$ cat src/rtl/frame_stream_sequencer_pkg.sv
// Shared constants for the pixel-pair datapath: sequencer state codes, processing
// modes, beat size, and a width helper.
package image_proc_pkg;

   localparam logic [2:0] ST_IDLE  = 3'd0;
   localparam logic [2:0] ST_VSYNC = 3'd1;
   localparam logic [2:0] ST_HGAP  = 3'd2;
   localparam logic [2:0] ST_DATA  = 3'd3;
   localparam logic [2:0] ST_DONE  = 3'd4;

   localparam logic [1:0] MODE_BYPASS = 2'd0;
   localparam logic [1:0] MODE_BRIGHT = 2'd1;
   localparam logic [1:0] MODE_INVERT = 2'd2;
   localparam logic [1:0] MODE_THRESH = 2'd3;

   localparam int PIX_PER_BEAT = 2;

   // Counter width for values 0..n-1, never narrower than one bit.
   function automatic int width_min1(input int n);
      return (n > 1) ? $clog2(n) : 1;
   endfunction

endpackage

$ cat src/rtl/frame_stream_sequencer_if.sv
// Control/stream bundle between the frame controller (master) and the
// frame_stream_sequencer (slave).
interface frame_stream_sequencer_if #(
   parameter int WIDTH  = 768,
   parameter int HEIGHT = 512,
   parameter int COL_W  = image_proc_pkg::width_min1(WIDTH),
   parameter int ROW_W  = image_proc_pkg::width_min1(HEIGHT),
   parameter int ADDR_W = image_proc_pkg::width_min1(WIDTH*HEIGHT)
);
   logic              start;
   logic              abort;
   logic [1:0]        mode_in;
   logic [7:0]        param_in;
   logic              pix_ready;
   logic              pix_valid;
   logic [ROW_W-1:0]  row;
   logic [COL_W-1:0]  col;
   logic [ADDR_W-1:0] pix_addr;
   logic              VSYNC;
   logic              HSYNC;
   logic [1:0]        mode_out;
   logic [7:0]        param_out;
   logic              busy;
   logic              frame_done;

   modport master (
      output start, abort, mode_in, param_in, pix_ready,
      input  pix_valid, row, col, pix_addr, VSYNC, HSYNC,
             mode_out, param_out, busy, frame_done
   );

   modport slave (
      input  start, abort, mode_in, param_in, pix_ready,
      output pix_valid, row, col, pix_addr, VSYNC, HSYNC,
             mode_out, param_out, busy, frame_done
   );
endinterface

$ cat src/rtl/frame_stream_sequencer_sync_delay_counter.sv
// Loadable down-counter that parks at zero; tc flags the terminal (zero) count.
module sync_delay_counter #(
   parameter int W = 8
) (
   input  logic         clk,
   input  logic         rst,
   input  logic         load,
   input  logic [W-1:0] load_val,
   output logic         tc
);
   logic [W-1:0] cnt;

   always_ff @(posedge clk or posedge rst) begin
      if (rst)                 cnt <= '0;
      else if (load)           cnt <= load_val;
      else if (cnt != '0)      cnt <= cnt - W'(1);
   end

   assign tc = (cnt == '0);
endmodule

$ cat src/rtl/frame_stream_sequencer.sv
// Stallable frame timing: VSYNC phase, per-line blanking, and pixel-pair addressing
// with valid/ready. Define CONTINUOUS_FRAME_EN to loop frames until abort.
module frame_stream_sequencer
   import image_proc_pkg::*;
#(
   parameter int WIDTH          = 768,
   parameter int HEIGHT         = 512,
   parameter int START_UP_DELAY = 100,
   parameter int HSYNC_DELAY    = 160,
   parameter int COL_W          = width_min1(WIDTH),
   parameter int ROW_W          = width_min1(HEIGHT),
   parameter int ADDR_W         = width_min1(WIDTH*HEIGHT)
) (
   input  logic                     HCLK,
   input  logic                     HRESET,
   frame_stream_sequencer_if.slave  bus
);
   localparam int DLY_MAX = (START_UP_DELAY > HSYNC_DELAY) ? START_UP_DELAY : HSYNC_DELAY;
   localparam int CNT_W   = width_min1(DLY_MAX);

`ifdef CONTINUOUS_FRAME_EN
   localparam logic [2:0] DONE_NXT = ST_VSYNC;
`else
   localparam logic [2:0] DONE_NXT = ST_IDLE;
`endif

   logic [2:0]        state, nxt;
   logic [ROW_W-1:0]  row_q;
   logic [COL_W-1:0]  col_q;
   logic [ADDR_W-1:0] addr_q;
   logic [1:0]        mode_q;
   logic [7:0]        param_q;
   logic              dly_tc, dly_load, last_col, last_row, xfer, latch_cfg, clr_pos;
   logic [CNT_W-1:0]  dly_val;

   assign last_col = (col_q == COL_W'(WIDTH-2));
   assign last_row = (row_q == ROW_W'(HEIGHT-1));
   assign xfer     = (state == ST_DATA) && bus.pix_ready;

   always_comb begin
      nxt = state;
      case (state)
         ST_IDLE:  if (bus.start) nxt = ST_VSYNC;
         ST_VSYNC: if (dly_tc)    nxt = ST_HGAP;
         ST_HGAP:  if (dly_tc)    nxt = ST_DATA;
         ST_DATA:  if (xfer && last_col) nxt = last_row ? ST_DONE : ST_HGAP;
         ST_DONE:  nxt = DONE_NXT;
         default:  nxt = ST_IDLE;
      endcase
      if (bus.abort) nxt = ST_IDLE;
   end

   // Every state change reloads the shared delay counter; timed phases load N-1
   // so tc marks their last cycle.
   assign dly_load = (nxt != state);
   assign dly_val  = (nxt == ST_VSYNC) ? CNT_W'(START_UP_DELAY-1) :
                     (nxt == ST_HGAP)  ? CNT_W'(HSYNC_DELAY-1)    : '0;

   // Config is captured only on entry to VSYNC, so it is stable across a frame.
   assign latch_cfg = (nxt == ST_VSYNC) && (state != ST_VSYNC);
   assign clr_pos   = bus.abort || (state == ST_IDLE) || (state == ST_DONE);

   sync_delay_counter #(.W(CNT_W)) u_dly (
      .clk      (HCLK),
      .rst      (HRESET),
      .load     (dly_load),
      .load_val (dly_val),
      .tc       (dly_tc)
   );

   always_ff @(posedge HCLK or posedge HRESET) begin
      if (HRESET) begin
         state   <= ST_IDLE;
         row_q   <= '0;
         col_q   <= '0;
         addr_q  <= '0;
         mode_q  <= '0;
         param_q <= '0;
      end else begin
         state <= nxt;
         if (latch_cfg) begin
            mode_q  <= bus.mode_in;
            param_q <= bus.param_in;
         end
         if (clr_pos) begin
            row_q  <= '0;
            col_q  <= '0;
            addr_q <= '0;
         end else if (xfer) begin
            if (!last_col) begin
               col_q  <= col_q + COL_W'(PIX_PER_BEAT);
               addr_q <= addr_q + ADDR_W'(PIX_PER_BEAT);
            end else if (!last_row) begin
               col_q  <= '0;
               row_q  <= row_q + ROW_W'(1);
               addr_q <= addr_q + ADDR_W'(PIX_PER_BEAT);
            end
         end
      end
   end

   assign bus.pix_valid  = (state == ST_DATA);
   assign bus.HSYNC      = (state == ST_DATA);
   assign bus.VSYNC      = (state == ST_VSYNC);
   assign bus.busy       = (state != ST_IDLE);
   assign bus.frame_done = (state == ST_DONE);
   assign bus.row        = row_q;
   assign bus.col        = col_q;
   assign bus.pix_addr   = addr_q;
   assign bus.mode_out   = mode_q;
   assign bus.param_out  = param_q;
endmodule

$ cat src/flat_wrapper.sv
// flat-port wrapper written by rule: the top's interface ports become plain ports
module frame_stream_sequencer_flat import image_proc_pkg::*;
#(
   parameter int WIDTH          = 768,
   parameter int HEIGHT         = 512,
   parameter int START_UP_DELAY = 100,
   parameter int HSYNC_DELAY    = 160,
   parameter int COL_W          = width_min1(WIDTH),
   parameter int ROW_W          = width_min1(HEIGHT),
   parameter int ADDR_W         = width_min1(WIDTH*HEIGHT)
)
  (HCLK, HRESET, bus_start, bus_abort, bus_mode_in, bus_param_in, bus_pix_ready, bus_pix_valid, bus_row, bus_col, bus_pix_addr, bus_VSYNC, bus_HSYNC, bus_mode_out, bus_param_out, bus_busy, bus_frame_done);
  frame_stream_sequencer_if #(.WIDTH(WIDTH), .HEIGHT(HEIGHT), .COL_W(COL_W), .ROW_W(ROW_W), .ADDR_W(ADDR_W)) bus_i ();
  input  logic HCLK;
  input  logic HRESET;
  input wire logic [$bits(bus_i.start)-1:0] bus_start;
  input wire logic [$bits(bus_i.abort)-1:0] bus_abort;
  input wire logic [$bits(bus_i.mode_in)-1:0] bus_mode_in;
  input wire logic [$bits(bus_i.param_in)-1:0] bus_param_in;
  input wire logic [$bits(bus_i.pix_ready)-1:0] bus_pix_ready;
  output wire logic [$bits(bus_i.pix_valid)-1:0] bus_pix_valid;
  output wire logic [$bits(bus_i.row)-1:0] bus_row;
  output wire logic [$bits(bus_i.col)-1:0] bus_col;
  output wire logic [$bits(bus_i.pix_addr)-1:0] bus_pix_addr;
  output wire logic [$bits(bus_i.VSYNC)-1:0] bus_VSYNC;
  output wire logic [$bits(bus_i.HSYNC)-1:0] bus_HSYNC;
  output wire logic [$bits(bus_i.mode_out)-1:0] bus_mode_out;
  output wire logic [$bits(bus_i.param_out)-1:0] bus_param_out;
  output wire logic [$bits(bus_i.busy)-1:0] bus_busy;
  output wire logic [$bits(bus_i.frame_done)-1:0] bus_frame_done;
  assign bus_i.start = bus_start;
  assign bus_i.abort = bus_abort;
  assign bus_i.mode_in = bus_mode_in;
  assign bus_i.param_in = bus_param_in;
  assign bus_i.pix_ready = bus_pix_ready;
  assign bus_pix_valid = bus_i.pix_valid;
  assign bus_row = bus_i.row;
  assign bus_col = bus_i.col;
  assign bus_pix_addr = bus_i.pix_addr;
  assign bus_VSYNC = bus_i.VSYNC;
  assign bus_HSYNC = bus_i.HSYNC;
  assign bus_mode_out = bus_i.mode_out;
  assign bus_param_out = bus_i.param_out;
  assign bus_busy = bus_i.busy;
  assign bus_frame_done = bus_i.frame_done;
  frame_stream_sequencer #(.WIDTH(WIDTH), .HEIGHT(HEIGHT), .START_UP_DELAY(START_UP_DELAY), .HSYNC_DELAY(HSYNC_DELAY), .COL_W(COL_W), .ROW_W(ROW_W), .ADDR_W(ADDR_W)) u_core (.HCLK(HCLK), .HRESET(HRESET), .bus(bus_i));
endmodule
$ cat config.mk
export PLATFORM = sky130hd
export DESIGN_NAME = frame_stream_sequencer_flat
export DESIGN_NICKNAME = d
export VERILOG_FILES = /design/src/rtl/frame_stream_sequencer_pkg.sv /design/src/rtl/frame_stream_sequencer_if.sv /design/src/rtl/frame_stream_sequencer_sync_delay_counter.sv /design/src/rtl/frame_stream_sequencer.sv /design/src/flat_wrapper.sv
export SDC_FILE = /design/constraint.sdc
export NUM_CORES = 1
export LEC_CHECK = 0
export ABC_AREA = 1
export BUFFER_PORTS_ARGS = -buffer_cell sky130_fd_sc_hd__buf_2
export CORE_MARGIN = 10
export CORE_UTILIZATION = 55
export DETAILED_ROUTE_END_ITERATION = 10
export PLACE_DENSITY = 0.81
export SLEW_MARGIN = 10
export SYNTH_ARGS = -nofsm -noshare
export SYNTH_HDL_FRONTEND = slang
export SYNTH_SLANG_ARGS = --single-unit
$ cat constraint.sdc
create_clock -name HCLK -period 4.6 [get_ports HCLK]
set_input_delay 0.46 -clock HCLK [delete_from_list [all_inputs] [get_ports HCLK]]
set_output_delay 0.46 -clock HCLK [all_outputs]
set_load 0.005 [all_outputs]
==> flow_summary.yaml <==
yosys:
  synth_ff_type: "dfrtp_1"
  ys_warn_count: 0
  synthArstFlopShare_pct: 100
  avgSynthCellArea_um2: 7.84
  synth_seq_cells: 57
  ys_types: 37
  synth-edff-count: 0
  synth_area_um2: 3100
  syn_inst: 395
  seq_area_frac_synth_pct: 46.0
sta:
  fin_tns_setup_ns: 0
  fin_skew_ns: 0.00921
  fin_ws_ns: 1.76
  fmax_mhz: 352
  maxSlewHeadroom_pct: 35.1
  worst_pin_slew_ns: 0.973
  period_needed_ns: 2.84
  whs_ns: 0.314
  min_period_over_period_pct: 61.7
  slew_violations: 0
  grt_setup_unrepaired: "no"
  setup_viol: 0
  hold_viol: 0
grt:
  first_global_vias: 2759
  grt_overflow_total: 0
  grt_max_degree: 58
  grt_pass1_wl_um: 12700
  globalRouteTotalUtil_pct: 17.4
  antenna_found_initial: 0
detailed_routing:
  first_iter_violations: 217
  route.detailed.drc: 0
  wl_um: 7640
  wl_per_cell_um: 14.2
  wl_met3_um: 515
  wl_met2_um: 3820
  dr.pass1.iters: 5
  vias: 2856
  wl_met1_um: 3160
  avgViaCountPerCell: 5.29
  top_layer: "met4"
  ant_nets: 0
layout:
  multiInputGateArea_um2: 1370
  final_cells: 540
  drive_gt1_share_pct: 22.0
  finish.instance_area_um2: 3650
  final-seq-area_um2: 1430
  fillers: 479
  n_antenna_cell: 0
  final_core_util_pct: 66.8
  fin_nets: 484
  syn2layout_area_growth_pct: 18.0
clocking:
  cts-root-buf: "clkbuf_8"
  ctsResizeCount: 0
  cts_setup_buffers: 0
  clkTransAtPathRegs_ns: 0.07
  clock_path_buffers: 2
  clock_latency_ns: 0.34
  cts_buffers: 9
  cts_tree: "yes"
  cts.sinks: 57
  cts_hold_buf: 0
  ctsHtreeMaxLevel: 3
placement:
  dp_slack_ns: 1.88
  hpwlAfterDp_um: 5560
  portBuffers: 65
  dpl.cell_count: 525
  gp_congestion: 0.935
  place_area_um2: 3470
power_and_ir_drop:
  power_density_nw_per_um2: 404
  leakagePower_nw: 1.85
  vdd_ir_drop_max_mv: 0.329
  finalPower_mw: 1.48
floorplanning:
  core_area_um2: 5470
  fp.dieArea_um2: 9030
  ioPinCount: 68
  start_util_pct: 56.6
  die_w_um: 95.1
  die_y_um: 95.1
  fp-row-count: 27
setup_path:
  cp_data_required_time_ns: 4.85
  start_kind: "flip-flop"
  arrival_ns: 3.09
  crit_fanout: 13
  slowest_delay_ns: 0.44
  crit_path_top_delay_cell: "dfrtp_1"
  crit_chain: "nand2_1 > nor3_1 > inv_1 > nor4_1 > ha_1 > inv_1 > o21ai_2 > nand2_1 > inv_1 > nor3_1 > and3_1 > nor3_1"
  critPathCaptureType: "flip-flop"
  critical_path_class: "reg -> reg"
outcome:
  status: "finished clean"
worst_hold_path:
  hold_path_class: "in -> async"
flow_run:
  drv_cap: 0
## flip-flops by register name, indices dropped and copies added (netlist names)
signal / count
u_core.bus.col: 9
u_core.bus.mode_out: 2
u_core.bus.param_out: 8
u_core.bus.pix_addr: 18
u_core.bus.row: 9
u_core.state: 3
u_core.u_dly.cnt: 8
## cells in the final DEF (no fill, tap or decap), drive strengths merged
master	Yosys	routed
xnor2	4	4
nor2	31	31
ha	5	5
nor4	4	4
nor3b	1	1
o22ai	1	1
a221oi	1	1
o31ai	2	2
inv	66	66
nand3	27	27
a31oi	2	2
a21oi	24	24
o21bai	2	2
nor3	18	18
dfrtp	57	57
conb	1	2
o21ai	34	34
clkbuf	2	12
xor2	6	6
nand4	10	10
o21a	2	2
clkinv	1	4
nand2	85	85
a32o	1	1
and3	1	1
buf	7	66
## routing by layer
layer | up-vias | GRT usage (%)
li1 | 1427 | -
met1 | 1335 | 21.0
met2 | 80 | 28.8
met3 | 14 | 4.48
met4 | 0 | 7.36
met5 | - | 0
## synth_stat cells, types with 2 or more instances
| master | number | share of area (%) |
|---|---|---|
| inv_2 | 3 | 0.36 |
| nand4_1 | 9 | 1.8 |
| nand2_1 | 82 | 9.9 |
| a21oi_1 | 24 | 3.9 |
| nand3_1 | 24 | 3.9 |
| xor2_1 | 6 | 1.7 |
| a31oi_1 | 2 | 0.40 |
| nor2_4 | 2 | 0.73 |
| buf_2 | 4 | 0.65 |
| dfrtp_1 | 57 | 46 |
| ha_1 | 5 | 2.0 |
| nor2_1 | 24 | 2.9 |
| o21ai_1 | 7 | 1.1 |
| nor3_1 | 15 | 2.4 |
| nor2_2 | 5 | 1.0 |
| buf_4 | 3 | 0.73 |
| nand3_2 | 3 | 0.97 |
| nor3_2 | 2 | 0.65 |
| nor4_1 | 4 | 0.81 |
| o21bai_1 | 2 | 0.48 |
| o31ai_1 | 2 | 0.48 |
| nand2_2 | 3 | 0.61 |
| o21ai_0 | 26 | 4.2 |
| xnor2_1 | 4 | 1.1 |
| clkbuf_1 | 2 | 0.24 |
| o21a_1 | 2 | 0.48 |
| inv_1 | 63 | 7.6 |
## worst max-delay path, delay by kind of cell, from the launching register on
family | cells | cell delay (ns)
and+or+nand+nor | 7 | 1.24
DFF | 1 | 0.44
adders and majority gates | 1 | 0.26
buffers and inverters | 3 | 0.58
AOI/OAI and AO/OA | 1 | 0.22
## worst paths after layout
| kind | cells past startpoint | from | endpoint | slack, ns |
|---|---|---|---|---|
| max | 12 | u_core.bus.row[3] | u_core.bus.pix_addr[8] | 1.76 |
| min | 3 | HRESET | u_core.u_dly.cnt[7] | 0.31 |
| max reg2reg | 12 | u_core.bus.row[3] | u_core.bus.pix_addr[8] | 1.76 |
| min reg2reg | 2 | u_core.bus.mode_out[0] | u_core.bus.mode_out[0] | 0.48 |
| max in group asynchronous | 3 | HRESET | u_core.bus.param_out[1] | 3.79 |
| min in group HCLK | 3 | bus_param_in[7] | u_core.bus.param_out[7] | 0.35 |
## logic make-up (layout without fill, tap and decap cells)
| family | after synthesis | count (layout) | synth area share, % |
|---|---|---|---|
| AND/OR/NAND/NOR | 177 | 177 | 27.1 |
| buffers and inverters | 76 | 148 | 9.73 |
| AO/OA/AOI/OAI | 69 | 69 | 12.2 |
| flip-flops | 57 | 57 | 46.0 |
| XOR/XNOR | 10 | 10 | 2.83 |
| adder cells (fa/ha/maj) | 5 | 5 | 2.02 |
| other | 1 | 2 | 0.121 |
## final cells by class
type | count | area share, %
Tap cell | 72 | 2.46
Multi-Input combinational cell | 263 | 37.6
Inverter | 67 | 6.88
Timing Repair Buffer | 66 | 9.11
Clock buffer | 12 | 4.52
Sequential cell | 57 | 39.0
Clock inverter | 3 | 0.411
## report_power, final
part	internal (mW)	leakage (nW)	total (mW)	switching (mW)
logic	0.164	0.983	0.423	0.259
clock network	0.234	0.0980	0.429	0.195
registers	0.578	0.769	0.627	0.0485
total	0.976	1.85	1.48	0.502
Power figures use the tool's default switching activity.
